<file path="config.mk">
export PLATFORM = sky130hd
export DESIGN_NAME = fir_pipe_param
export DESIGN_NICKNAME = d
export VERILOG_FILES = /design/src/rtl/fir_pipe_param.sv
export SDC_FILE = /design/constraint.sdc
export NUM_CORES = 1
export LEC_CHECK = 0
export BUFFER_PORTS_ARGS = -buffer_cell sky130_fd_sc_hd__buf_2
export CAP_MARGIN = 25
export CORE_AREA = 2 2 241 196
export CTS_BUF_LIST = sky130_fd_sc_hd__clkbuf_2 sky130_fd_sc_hd__clkbuf_4 sky130_fd_sc_hd__clkbuf_8
export DETAILED_ROUTE_END_ITERATION = 10
export DIE_AREA = 0 0 243 198
export GPL_TIMING_DRIVEN = 0
export PLACE_DENSITY_LB_ADDON = 0.25
export SLEW_MARGIN = 40
export SYNTH_ARGS = -nofsm -noshare
export SYNTH_HDL_FRONTEND = slang
export SYNTH_SLANG_ARGS = --single-unit
</file>
<file path="constraint.sdc">
create_clock -name clk -period 14.57 [get_ports clk]
set_input_delay 0 -clock clk [delete_from_list [all_inputs] [get_ports clk]]
set_output_delay 0 -clock clk [all_outputs]
set_load 0.01 [all_outputs]
</file>
<file path="src/rtl/fir_pipe_param.sv">
// Parametrised pipelined FIR engine: streams samples from a shared memory,
// filters them with loadable coefficients and writes one result per cycle.
module fir_pipe_param #(
  parameter int unsigned DATA_W = 8,
  parameter int unsigned COEF_W = 8,
  parameter int unsigned TAPS   = 5,
  parameter int unsigned ADDR_W = 10,
  parameter int unsigned ACC_W  = DATA_W + COEF_W + $clog2(TAPS),
  parameter int unsigned SHIFT  = 0
) (
  input  logic                     clk,
  input  logic                     rst,
  input  logic                     start,
  input  logic [ADDR_W-1:0]        input_addr,
  input  logic [ADDR_W-1:0]        output_addr,
  input  logic [ADDR_W-1:0]        sample_count,
  input  logic                     round_en,
  input  logic                     sat_en,
  input  logic                     coef_we,
  input  logic [$clog2(TAPS)-1:0]  coef_idx,
  input  logic [COEF_W-1:0]        coef_data,
  output logic                     rd_en,
  output logic [ADDR_W-1:0]        rd_addr,
  input  logic [DATA_W-1:0]        rd_data,
  output logic                     wr_en,
  output logic [ADDR_W-1:0]        wr_addr,
  output logic [DATA_W-1:0]        wr_data,
  output logic                     busy,
  output logic                     done,
  output logic [31:0]              cycle_count
);

  localparam int unsigned PROD_W = DATA_W + COEF_W;
  localparam int unsigned V_W    = ACC_W + 1;
  localparam int unsigned RND_SH = (SHIFT > 0) ? SHIFT - 1 : 0;
  localparam logic signed [V_W-1:0]    RND   = (SHIFT > 0) ? (V_W'(1) << RND_SH) : '0;
  localparam logic signed [DATA_W-1:0] Y_MAX = {1'b0, {(DATA_W-1){1'b1}}};
  localparam logic signed [DATA_W-1:0] Y_MIN = {1'b1, {(DATA_W-1){1'b0}}};

  typedef enum logic [1:0] {S_IDLE, S_RUN, S_DRAIN, S_DONE} state_e;

  state_e                     state_q, state_d;
  logic [ADDR_W-1:0]          n_q, n_d, rd_cnt_q, rd_cnt_d, wr_ptr_q, wr_ptr_d;
  logic                       round_q, round_d, sat_q, sat_d;
  logic [31:0]                cyc_q, cyc_d, cycle_count_q, cycle_count_d;
  logic                       vld1_q, vld1_d, vld2_q, vld2_d, vld3_q, vld3_d;
  logic signed [COEF_W-1:0]   coef_q [TAPS];
  logic signed [COEF_W-1:0]   coef_d [TAPS];
  logic signed [DATA_W-1:0]   x_q [TAPS];
  logic signed [DATA_W-1:0]   x_d [TAPS];
  logic signed [PROD_W-1:0]   prod_q [TAPS];
  logic signed [PROD_W-1:0]   prod_d [TAPS];
  logic signed [ACC_W-1:0]    acc_q, acc_d;
  logic                       rd_en_q, rd_en_d, wr_en_q, wr_en_d;
  logic [ADDR_W-1:0]          rd_addr_q, rd_addr_d, wr_addr_q, wr_addr_d;
  logic [DATA_W-1:0]          wr_data_q, wr_data_d;
  logic                       busy_q, busy_d, done_q, done_d;
  logic signed [V_W-1:0]      v_c, r_c;
  logic signed [DATA_W-1:0]   y_c;

  // Round, shift and saturate/wrap the accumulator into one output sample
  always_comb begin
    v_c = V_W'(acc_q) + (round_q ? RND : '0);
    r_c = v_c >>> SHIFT;
    y_c = DATA_W'(r_c);
    if (sat_q) begin
      if (r_c > V_W'(Y_MAX))      y_c = Y_MAX;
      else if (r_c < V_W'(Y_MIN)) y_c = Y_MIN;
    end
  end

  always_comb begin
    state_d       = state_q;
    n_d           = n_q;
    rd_cnt_d      = rd_cnt_q;
    wr_ptr_d      = wr_ptr_q;
    round_d       = round_q;
    sat_d         = sat_q;
    cyc_d         = cyc_q;
    cycle_count_d = cycle_count_q;
    coef_d        = coef_q;
    rd_en_d       = 1'b0;
    rd_addr_d     = rd_addr_q;
    wr_en_d       = 1'b0;
    wr_addr_d     = wr_addr_q;
    wr_data_d     = wr_data_q;
    busy_d        = busy_q;
    done_d        = 1'b0;
    vld1_d        = rd_en_q;
    vld2_d        = vld1_q;
    vld3_d        = vld2_q;

    // Delay line: x[0] is the newest sample
    x_d = x_q;
    if (vld1_q) begin
      x_d[0] = rd_data;
      for (int i = 1; i < TAPS; i++) x_d[i] = x_q[i-1];
    end

    acc_d = '0;
    for (int i = 0; i < TAPS; i++) acc_d = acc_d + ACC_W'(prod_q[i]);

    if (vld3_q) begin
      wr_en_d   = 1'b1;
      wr_addr_d = wr_ptr_q;
      wr_data_d = y_c;
      wr_ptr_d  = wr_ptr_q + 1'b1;
    end

    case (state_q)
      S_IDLE: begin
        if (coef_we && (32'(coef_idx) < TAPS)) coef_d[coef_idx] = coef_data;
        if (start) begin
          n_d      = sample_count;
          round_d  = round_en;
          sat_d    = sat_en;
          wr_ptr_d = output_addr;
          cyc_d    = '0;
          for (int i = 0; i < TAPS; i++) x_d[i] = '0;
          if (sample_count == '0) begin
            state_d       = S_DONE;
            done_d        = 1'b1;
            cycle_count_d = '0;
          end else begin
            state_d   = S_RUN;
            busy_d    = 1'b1;
            rd_en_d   = 1'b1;
            rd_addr_d = input_addr;
            rd_cnt_d  = ADDR_W'(1);
          end
        end
      end
      S_RUN: begin
        cyc_d = cyc_q + 32'd1;
        if (rd_cnt_q < n_q) begin
          rd_en_d   = 1'b1;
          rd_addr_d = rd_addr_q + 1'b1;
          rd_cnt_d  = rd_cnt_q + 1'b1;
        end else begin
          state_d = S_DRAIN;
        end
      end
      S_DRAIN: begin
        cyc_d = cyc_q + 32'd1;
        // Last write is on the bus in cycle N+3
        if (cyc_q == 32'(n_q) + 32'd3) begin
          state_d       = S_DONE;
          done_d        = 1'b1;
          busy_d        = 1'b0;
          cycle_count_d = cyc_q + 32'd1;
        end
      end
      default: state_d = S_IDLE;
    endcase

    for (int i = 0; i < TAPS; i++) prod_d[i] = PROD_W'(coef_q[i]) * PROD_W'(x_d[i]);
  end

  always_ff @(posedge clk or negedge rst) begin
    if (!rst) begin
      state_q       <= S_IDLE;
      n_q           <= '0;
      rd_cnt_q      <= '0;
      wr_ptr_q      <= '0;
      round_q       <= 1'b0;
      sat_q         <= 1'b0;
      cyc_q         <= '0;
      cycle_count_q <= '0;
      vld1_q        <= 1'b0;
      vld2_q        <= 1'b0;
      vld3_q        <= 1'b0;
      acc_q         <= '0;
      rd_en_q       <= 1'b0;
      rd_addr_q     <= '0;
      wr_en_q       <= 1'b0;
      wr_addr_q     <= '0;
      wr_data_q     <= '0;
      busy_q        <= 1'b0;
      done_q        <= 1'b0;
      for (int i = 0; i < TAPS; i++) begin
        coef_q[i] <= '0;
        x_q[i]    <= '0;
        prod_q[i] <= '0;
      end
    end else begin
      state_q       <= state_d;
      n_q           <= n_d;
      rd_cnt_q      <= rd_cnt_d;
      wr_ptr_q      <= wr_ptr_d;
      round_q       <= round_d;
      sat_q         <= sat_d;
      cyc_q         <= cyc_d;
      cycle_count_q <= cycle_count_d;
      vld1_q        <= vld1_d;
      vld2_q        <= vld2_d;
      vld3_q        <= vld3_d;
      acc_q         <= acc_d;
      rd_en_q       <= rd_en_d;
      rd_addr_q     <= rd_addr_d;
      wr_en_q       <= wr_en_d;
      wr_addr_q     <= wr_addr_d;
      wr_data_q     <= wr_data_d;
      busy_q        <= busy_d;
      done_q        <= done_d;
      coef_q        <= coef_d;
      x_q           <= x_d;
      prod_q        <= prod_d;
    end
  end

  assign rd_en       = rd_en_q;
  assign rd_addr     = rd_addr_q;
  assign wr_en       = wr_en_q;
  assign wr_addr     = wr_addr_q;
  assign wr_data     = wr_data_q;
  assign busy        = busy_q;
  assign done        = done_q;
  assign cycle_count = cycle_count_q;

endmodule

</file>
==> out/qor.txt <==
Outcome = finished, final reports clean
Total DRC errors in the routed layout = 0
TNS Setup = 0 ns
Total number of nets in the final design = 3508
Layer with the highest usage = met2
Total net switching power = 0.000694 W
Worst vdd ir = 0.0779 mV
R2R cell count = 23
Most frequent cells in the layout = sky130_fd_sc_hd__inv_1 (463), sky130_fd_sc_hd__fa_1 (325), sky130_fd_sc_hd__dfrtp_1 (311), sky130_fd_sc_hd__and2_1 (238), sky130_fd_sc_hd__ha_1 (182)
Cell Pwr Density = 75.5 nW/µm²
Critical-path top delay cell = sky130_fd_sc_hd__clkbuf_1
Vias in the first global route = 20922
Die outline area = 48100 µm²
CTS root buf = sky130_fd_sc_hd__clkbuf_8
Min Clock Period, post-route = 7.32 ns
Number of buffers inserted to repair setup after CTS = 0
Pin slew with the least headroom to its limit = 0.861 ns
Clock latency of the later-clocked register in the worst-skew pair = 0.66 ns
Count of endpoints failing hold in the final timing report = 0
Via density per instance = 5.58
Synth Flop Type = sky130_fd_sc_hd__dfrtp_1
Worst Setup SP = state_q[1]$_DFFE_PN0P_
MaxCap Viol Count = 0
Gpl congestion = 0.894
Net switching share of the total power = 30.4%
Remaining global-route overflow = 0
Source of the worst hold timing path = coef_idx[2]
Number of synthesized flops with an enable pin = 0
Comb power frac = 21.7%
Portion of total power attributed to the clock network = 36.5%
Pin count of the biggest net entering global routing = 73
Achievable Freq = 0.137 GHz
HPWL after detailed placement = 51000 µm
GR Util met3 = 4.47%
Number of rows in the core area = 71
Combined buffer and inverter count along the critical path = 9
Syn Std Cell Area = 27100 µm²
PnR worst setup slack = 7.25 ns
Met1 routing resource usage after global routing = 40.3%
Average routed wire per standard cell = 18.1 µm
Number of detailed-route iterations in the first pass = 6
Mean Syn Cell Area = 9.99 µm²
Data arrival time at the worst-slack endpoint = 7.84 ns
Final count of negative-setup-slack endpoints = 0
Layout fillers = 3652
CTS Buf Count = 52
TritonCTS Sinks = 311
Post-detailed-placement cell area = 28600 µm²
Share of power burned in registers = 41.8%
ANT cells = 0
Setup Skew = 0.0235 ns
Maximum clock insertion buffer count = 3
Start-to-end type of the worst setup path = flip-flop to flip-flop
Wirelength, routed = 65000 µm
Antenna-violating nets left = 0
Instance count of the mapped netlist = 2715
# port buffers = 117
Worst slack after detailed placement = 7.25 ns
Share of final-layout standard cells stronger than drive strength 1 = 10.4%
GR Util All Layers = 28.5%
Vias = 20082
Crit path max fanout = 10
Cell count along the critical path = 23
Worst Hold Path Cells = 4
Async SR Flop Fraction = 100%
Layout Utilization = 65.8%
Ratio of final minimum period to clock period = 50.2%
Depth of the CTS H-tree = 2
Die X-Extent = 243 µm
Worst reg2reg startpoint = state_q[1]$_DFFE_PN0P_
Number of design-rule violations left by the first detailed-router iteration = 1171
Most common cell after layout, fill and taps aside = sky130_fd_sc_hd__inv_1
Final count of pins violating max slew = 0
Register area share after synthesis = 28.7%
Total power consumption of the routed design = 0.00229 W
Die height = 198 µm
Clock tree from TritonCTS = done
Placeable core region = 46000 µm²
Clock transition at the registers of the reported paths = 0.07 ns
First-pass GRT wire length = 109000 µm
Setup repair after global routing missed its margin = false
Total area of multi-input combinational cells = 17400 µm²
Starting Density = 58.9%
Leakage power total = 15.2 nW
Syn_nets = 3277
Type of the worst min-delay path = input port to flip-flop
Total of warnings raised by yosys = 0
Global-route met2 utilization = 46.3%
CP peak stage delay = 0.67 ns
Area added between synthesis and finish = 11.6%
Cell variety after synth = 67
Required arrival time at the worst endpoint = 15.09 ns
Critical Path Sink Type = flip-flop
Initial antenna violation count = 0
Cell-by-cell listing of the critical path = inv_1 -> ha_1 -> clkbuf_1 -> and2_1 -> clkbuf_1 -> clkbuf_1 -> buf_1 -> nor2_1 -> and2_1 -> fa_1 -> inv_1 -> fa_1 -> inv_1 -> fa_1 -> inv_1 -> fa_1 -> inv_1 -> ha_1 -> o21ai_0 -> a21boi_0 -> o21ai_0 -> a21oi_1 -> o311ai_0
I/O pins = 119
Flop and latch count out of synthesis = 311
Design Area, Final = 30300 µm²
Startpoint Class = flip-flop
Most common cell type on the critical path = sky130_fd_sc_hd__inv_1
Sequential cell area = 7780 µm²
Internal power = 0.00159 W
Family of cells with the greatest summed delay on the critical path = adder cells
Normalized max-slew margin = 42.4%
==> tightest hold or removal path, delay by kind of cell <==
kind | cells | cell delay [ns]
buffers and inverters | 1 | 0.10
AND/OR/NAND/NOR | 2 | 0.30
multiplexers | 1 | 0.26
==> logic make-up (layout without fill, tap and decap cells) <==
family / count (synthesis) / in the layout / synth area share, %
flip-flops: 311 / 311 / 28.7
AO/OA/AOI/OAI: 356 / 356 / 8.55
adder cells (fa/ha/maj): 507 / 507 / 32.4
buffers and inverters: 519 / 786 / 7.23
AND/OR/NAND/NOR: 807 / 807 / 15.5
multiplexers: 102 / 102 / 4.02
XOR/XNOR: 113 / 113 / 3.65
==> cells in the mapped netlist, types with 6 or more instances <==
library cell / number / area share, %
sky130_fd_sc_hd__o21bai_1: 12 / 0.33
sky130_fd_sc_hd__mux2i_1: 46 / 1.7
sky130_fd_sc_hd__inv_1: 463 / 6.4
sky130_fd_sc_hd__o21a_1: 13 / 0.36
sky130_fd_sc_hd__a21oi_1: 49 / 0.90
sky130_fd_sc_hd__a211o_1: 9 / 0.29
sky130_fd_sc_hd__o21ai_0: 116 / 2.1
sky130_fd_sc_hd__nand2_1: 172 / 2.4
sky130_fd_sc_hd__xnor2_1: 93 / 3.0
sky130_fd_sc_hd__a21o_1: 23 / 0.64
sky130_fd_sc_hd__or3_1: 12 / 0.28
sky130_fd_sc_hd__nor4_1: 16 / 0.37
sky130_fd_sc_hd__o31ai_1: 11 / 0.30
sky130_fd_sc_hd__a211oi_1: 14 / 0.39
sky130_fd_sc_hd__o311a_1: 7 / 0.26
sky130_fd_sc_hd__nand2b_1: 14 / 0.32
sky130_fd_sc_hd__buf_1: 7 / 0.097
sky130_fd_sc_hd__nand3_1: 55 / 1.0
sky130_fd_sc_hd__a21boi_0: 28 / 0.77
sky130_fd_sc_hd__a31oi_1: 23 / 0.53
sky130_fd_sc_hd__or2_2: 19 / 0.44
sky130_fd_sc_hd__clkbuf_1: 38 / 0.53
sky130_fd_sc_hd__buf_2: 9 / 0.17
sky130_fd_sc_hd__fa_1: 325 / 24
sky130_fd_sc_hd__dfrtp_1: 311 / 29
sky130_fd_sc_hd__and2_1: 238 / 5.5
sky130_fd_sc_hd__ha_1: 182 / 8.4
sky130_fd_sc_hd__nor3_1: 35 / 0.65
sky130_fd_sc_hd__nand4_1: 30 / 0.69
sky130_fd_sc_hd__a22o_1: 8 / 0.26
sky130_fd_sc_hd__xor2_1: 20 / 0.65
sky130_fd_sc_hd__and3_1: 17 / 0.39
sky130_fd_sc_hd__or4_1: 14 / 0.39
sky130_fd_sc_hd__mux2_2: 56 / 2.3
sky130_fd_sc_hd__nor2_1: 146 / 2.0
sky130_fd_sc_hd__nor2b_1: 20 / 0.46
sky130_fd_sc_hd__nand3b_1: 6 / 0.17
==> power groups by stage <==
| stage | clock, W | sequential (W) | combinational, W |
|---|---|---|---|
| global route | 0.000885 | 0.000961 | 0.000560 |
| floorplan | 0 | 0.000959 | 0.000337 |
| detailed placement | 0 | 0.000969 | 0.000477 |
| CTS | 0.000852 | 0.000954 | 0.000493 |
| global placement | 0 | 0.000969 | 0.000453 |
| finish | 0.000835 | 0.000955 | 0.000496 |
==> state kept, by name, summed over array words and instances, names as in the netlist, 2 cells and up <==
register     cells
state_q          2
cycle_count     32
x_q             40
coef_q          40
rd_cnt_q        10
rd_addr         10
wr_data          8
n_q             10
cyc_q           32
acc_q           19
prod_q          80
wr_addr         10
wr_ptr_q        10
==> what timing repair did <==
item	CTS	global route
gates resized for setup	0	0
endpoints found under the hold margin	351	0
hold buffers	54	0
==> worst paths after layout <==
check,slack [ns],end
worst max-delay path,7.25,prod_q[14]$_DFF_PN0_
worst min register to register,0.35,vld3_q$_DFF_PN0_
max in group asynchronous,13.43,n_q[8]$_DFFE_PN0P_
worst min-delay path,0.04,coef_q[8]$_DFFE_PN0P_
worst max register to register,7.25,prod_q[14]$_DFF_PN0_
min in group asynchronous,0.55,prod_q[74]$_DFF_PN0_
==> through the flow <==
stage | hold WS [ns] | std cells
6_report | 0.0402 | 3602
5_1_grt | 0.0471 | 3602
4_1_cts | 0.00243 | 3601
3_5_place_dp | -0.0169 | 3457
3_3_place_gp | 0.206 | 3452
2_1_floorplan | -0.296 | 2715
==> layout make-up <==
type / instances / share of cell area [%]
timing repair buffer: 177 / 4.19
tap: 620 / 2.56
clock inverter: 10 / 0.347
multi-input combinational: 1885 / 57.4
sequential: 311 / 25.7
clock buffer: 80 / 3.28
buffer: 55 / 0.723
inverter: 464 / 5.75
==> per-layer routing <==
metal,wire [µm],vias up
met2,30200,524
met1,29500,10199
met3,3760,97
met4,1560,0
met5,0,-
li1,-,9262
Power figures use the tool's default switching activity.
